$ cat config.mk
export PLATFORM = sky130hd
export DESIGN_NAME = seq_detector
export DESIGN_NICKNAME = d
export VERILOG_FILES = /design/src/rtl/seq_det_pkg.sv /design/src/rtl/seq_match_counter.sv /design/src/rtl/seq_detector.sv
export SDC_FILE = /design/constraint.sdc
export NUM_CORES = 1
export LEC_CHECK = 0
export ABC_AREA = 1
export BUFFER_PORTS_ARGS = -buffer_cell sky130_fd_sc_hd__clkbuf_2
export CAP_MARGIN = 10
export CORE_AREA = 2 2 39 41
export CTS_CLUSTER_SIZE = 8
export DETAILED_ROUTE_END_ITERATION = 16
export DIE_AREA = 0 0 41 43
export REMOVE_ABC_BUFFERS = 1
export SKIP_CTS_REPAIR_TIMING = 1
export SYNTH_ARGS = -nofsm -noshare
export SYNTH_HDL_FRONTEND = slang
export SYNTH_HIERARCHICAL = 1
export SYNTH_SLANG_ARGS = --single-unit
$ cat constraint.sdc
create_clock -name clk -period 0.9 [get_ports clk]
set_input_delay 0.045 -clock clk [delete_from_list [all_inputs] [get_ports clk]]
set_output_delay 0.045 -clock clk [all_outputs]
set_load 0.005 [all_outputs]
$ cat src/rtl/seq_det_pkg.sv
// rtl/seq_det_pkg.sv - shared types and constants for the 11110 serial pattern detector
package seq_det_pkg;

  typedef enum logic [2:0] {
    S0    = 3'd0,
    S1    = 3'd1,
    S11   = 3'd2,
    S111  = 3'd3,
    S1111 = 3'd4,
    SDET  = 3'd5
  } seq_state_t;

  localparam logic [4:0] SEQ_PATTERN = 5'b11110;
  localparam int         CNT_W       = 8;

endpackage

$ cat src/rtl/seq_match_counter.sv
// rtl/seq_match_counter.sv - saturating match counter, holds at all-ones instead of wrapping
module seq_match_counter
  import seq_det_pkg::*;
(
  input  logic             clk,
  input  logic             rst,
  input  logic             inc,
  output logic [CNT_W-1:0] cnt
);

  localparam logic [CNT_W-1:0] CNT_MAX = {CNT_W{1'b1}};

  always_ff @(posedge clk or posedge rst) begin
    if (rst) begin
      cnt <= '0;
    end else if (inc && (cnt != CNT_MAX)) begin
      cnt <= cnt + 1'b1;
    end
  end

endmodule

$ cat src/rtl/seq_detector.sv
// rtl/seq_detector.sv - Moore detector for serial pattern 1,1,1,1,0 with overlap
// Optional macro SEQ_DET_COUNT_EN adds the saturating det_cnt output.
module seq_detector
  import seq_det_pkg::*;
(
  input  logic             clk,
  input  logic             rst,
  input  logic             serIn,
  output logic             w
`ifdef SEQ_DET_COUNT_EN
  ,
  output logic [CNT_W-1:0] det_cnt
`endif
);

  localparam logic MARK_BIT = SEQ_PATTERN[4];
  localparam logic END_BIT  = SEQ_PATTERN[0];

  seq_state_t state;
  seq_state_t state_next;

  always_ff @(posedge clk or posedge rst) begin
    if (rst) begin
      state <= S0;
      w     <= 1'b0;
    end else begin
      state <= state_next;
      // Registered copy of (state == SDET) so w never glitches on decode.
      w     <= (state_next == SDET);
    end
  end

  always_comb begin
    state_next = S0;
    case (state)
      S0:      state_next = (serIn == MARK_BIT) ? S1    : S0;
      S1:      state_next = (serIn == MARK_BIT) ? S11   : S0;
      S11:     state_next = (serIn == MARK_BIT) ? S111  : S0;
      S111:    state_next = (serIn == MARK_BIT) ? S1111 : S0;
      // Longer runs of ones still end in "1111", so stay put.
      S1111:   state_next = (serIn == END_BIT)  ? SDET  : S1111;
      SDET:    state_next = (serIn == MARK_BIT) ? S1    : S0;
      default: state_next = S0;
    endcase
  end

`ifdef SEQ_DET_COUNT_EN
  seq_match_counter u_cnt (
    .clk (clk),
    .rst (rst),
    .inc (state_next == SDET),
    .cnt (det_cnt)
  );
`endif

endmodule

==> results summary <==
After floorplanning, the core was sized to cover 1380 um^2. The synthesized instance count came out at 24. Among all flip-flop cells after synthesis, the most frequent one is dfrtp_1. For this run, the top clock speed supported by timing is 1260 MHz.

Clock latency on the worst-skew pair, taken at its later pin, is roughly 0.24 ns. The maximum number of pins on one net before global-route repair came out at 7. The via count of the first global-routing pass is approximately 170.

The number of different library cells in the post-synthesis netlist came out at 9. For this run, the detailed router's first-pass iteration total came to 1. The number of slew-limit violations in the final report is 0. Yosys instantiated no cell more often than nand2_1. The number of cell rows came out at 14.

The total leakage power is 0.000135 uW. The effective utilization at floorplan is 13.3%. The mean area per synthesized cell is roughly 7.7 um^2.

During synthesis, Yosys emitted a total of 6 warnings. The worst supply voltage drop on vdd came out at around 0.52 mV. Once detail routing completed, the nets flagged for antenna violations numbered 0. The cell area after placement is ~220 um^2. The count of input and output buffers is 3.

The floorplan die area came out at 1760 um^2. The run finished with clean final reports. In this run, CTS created clock tree buffers numbering 3. In this run, synthesis inferred 0 flip-flops with an integrated enable.

TritonCTS built the clock tree. In the synthesized netlist, the cells that appear most often are nand2_1, dfrtp_1, inv_1. Of the cells placed in the final design, the portion with a size suffix greater than 1 is between 20% and 30%. After synthesis, the share of flip-flops with an asynchronous set or reset is 100%. The delay of the slowest cell on the worst path came out at 0.42 ns.

The combined area of the multi-input logic cells is 65.1 um^2. The global-route wire length before repair is 614 um. The final layout contains routed wiring with a total length of 343 um. The maximum level of the CTS H-tree came out at 1. The number of antenna violations at the first check in global routing is 0. The post-layout minimum cycle time came out at 0.794 ns. The final weighted congestion in routability-driven placement came out at 0.700.

STA puts the critical path data arrival time at 0.91 ns. The overall die width is 41 um. The worst-path maximum fanout came out at 5. The clock transition at the registers of the reported paths is roughly 0.040 ns.

The share of the cycle needed by the critical path after routing is between 80% and 90%. The routed wire length per instance is 7.30 um. In this run, the number of DRC markers left after iteration 0 of detailed routing was 0.

The setup violation total in the final timing report is 0. In the final timing run, aggregate negative setup slack is 0 ns. The number of max-capacitance violations reported is 0. The remaining global-route overflow is 0. For the pin with the worst max-slew slack, the measured transition is around 0.17 ns. Data on the critical path is required at its endpoint by 1.02 ns. Setup repair after global routing left no endpoint under its margin. The area fraction of the dominant cell type after synthesis is 54.4%.

The final core utilization is between 10% and 20%. The signal on the critical path passes through inv_2 > nand2_1 > nand3_1 > nand2_1. Among cell families on the critical path, the largest total delay comes from flip-flops. The biggest area contributor in the post-synthesis netlist is dfrtp_1.

The maximum count of clock buffers along a single path came out at 2. The worst setup path is launched from a register. The sequential cell area fraction in the yosys report came out at approximately 54%. The global routing usage summed across all routing layers came out at roughly 5.7%. Headroom to the max-slew limit came out at approximately nine tenths. The power per cell area is 2580 nW/um^2. The net total in the final layout came out at 36. The master of the slowest instance on the critical path is dfrtp_1. Summing every instance area after synthesis gives 184 um^2.

In this run the worst hold path is classified as in -> reg. In the post-synthesis netlist, the biggest area contributors are dfrtp_1, nand2_1, nand3_1, inv_1, nand4_1. The synthesis-to-finish area growth is 36.7%.

After detailed routing, the number of vias per cell comes to ~3.8. In the routed design, unresolved DRC markers number 0. 4 I/O pins were placed.

Counting both buffers and inverters, the worst setup path holds a total of 1. The height of the die is 43 um. In this design, the critical path's most frequently occurring cell is nand2_1. The final count of hold timing violations is 0. The sink count of the clock tree is 4. The number of synthesized register bits is 4. The critical path endpoint category is a register. The final setup skew is roughly 0.0046 ns.

The repair_antennas step left the layout with diodes totalling 0. By startpoint and endpoint, the worst setup path is classified as reg -> reg. Clock tree synthesis selected as its root buffer the cell clkbuf_4.

The register area came out at between 100 and 150 um^2. The area of all placed cells without fillers is approximately 250 um^2. Fill cells in the final layout number 163.

The via count is roughly 180.
## layout by cell type (no fill, tap or decap), drive strengths merged
cell type | Yosys | layout
nand2 | 8 | 8
clkbuf | 0 | 6
inv | 5 | 5
dfrtp | 4 | 4
nand3 | 3 | 3
a21oi | 1 | 1
nor2 | 1 | 1
nand4 | 1 | 1
nor3 | 1 | 1
dlygate4sd3 | 0 | 1
## final cells by class
class / instances / share of cell area [%]
inverters: 5 / 7.46
repair buffers: 4 / 9.95
flip-flops and latches: 4 / 39.8
multi-input cells: 15 / 25.9
clock buffers: 3 / 8.96
well taps: 16 / 7.96
## path summary, 6_finish.rpt
kind / from / to / slack (ns) / depth (start not counted)
min in group asynchronous: rst / w / 0.21 / 3
setup / recovery: state[0] / state[0] / 0.11 / 4
hold reg to reg: state[0] / w / 0.53 / 1
max in group asynchronous: rst / state[1] / 0.53 / 3
setup reg to reg: state[0] / state[0] / 0.11 / 4
hold / removal: serIn / w / 0.05 / 2
## sequential cells by signal, summed over array words and instances (netlist names)
| name | cells |
|---|---|
| w | 1 |
| state | 3 |
## per-layer routing
| layer | GRT usage (%) | part of all wire (%) | vias up |
|---|---|---|---|
| li1 | - | - | 90 |
| met1 | 5.14 | 41 | 81 |
| met2 | 7.19 | 54 | 6 |
| met3 | 6.28 | 5.5 | 0 |
| met4 | 4.00 | 0 | 0 |
| met5 | 0 | 0 | - |
## report_power, final
part | total (uW) | switching [uW] | internal, uW
Sequential | 284 | 52.6 | 231
Clock | 224 | 74.4 | 149
Combinational | 142 | 85.1 | 57.0
Total | 650 | 212 | 438
## stage by stage
| stage | std cells | hold slack [ns] | setup WS [ns] | power (uW) |
|---|---|---|---|---|
| 6_report | 47 | 0.0530 | 0.106 | 650 |
| 3_3_place_gp | 43 | -0.0934 | 0.0991 | 430 |
| 4_1_cts | 46 | -0.342 | 0.0950 | 664 |
| 2_1_floorplan | 24 | -0.189 | 0.161 | 389 |
| 3_5_place_dp | 43 | -0.0862 | 0.102 | 429 |
| 5_1_grt | 47 | 0.0652 | 0.00409 | 733 |
## kinds of logic after synthesis
logic type	share of synthesized area (%)
and+or+nand+nor	32.6
buffers and inverters	10.2
AOI/OAI and AO/OA	2.72
DFF	54.4
## worst register-to-register path, stage by stage, from the launching register on
cell	delay, ns
dfrtp_1	0.42
inv_2	0.09
nand2_1	0.05
nand3_1	0.07
nand2_1	0.05
No activity file was read; power rests on OpenSTA's default activity.
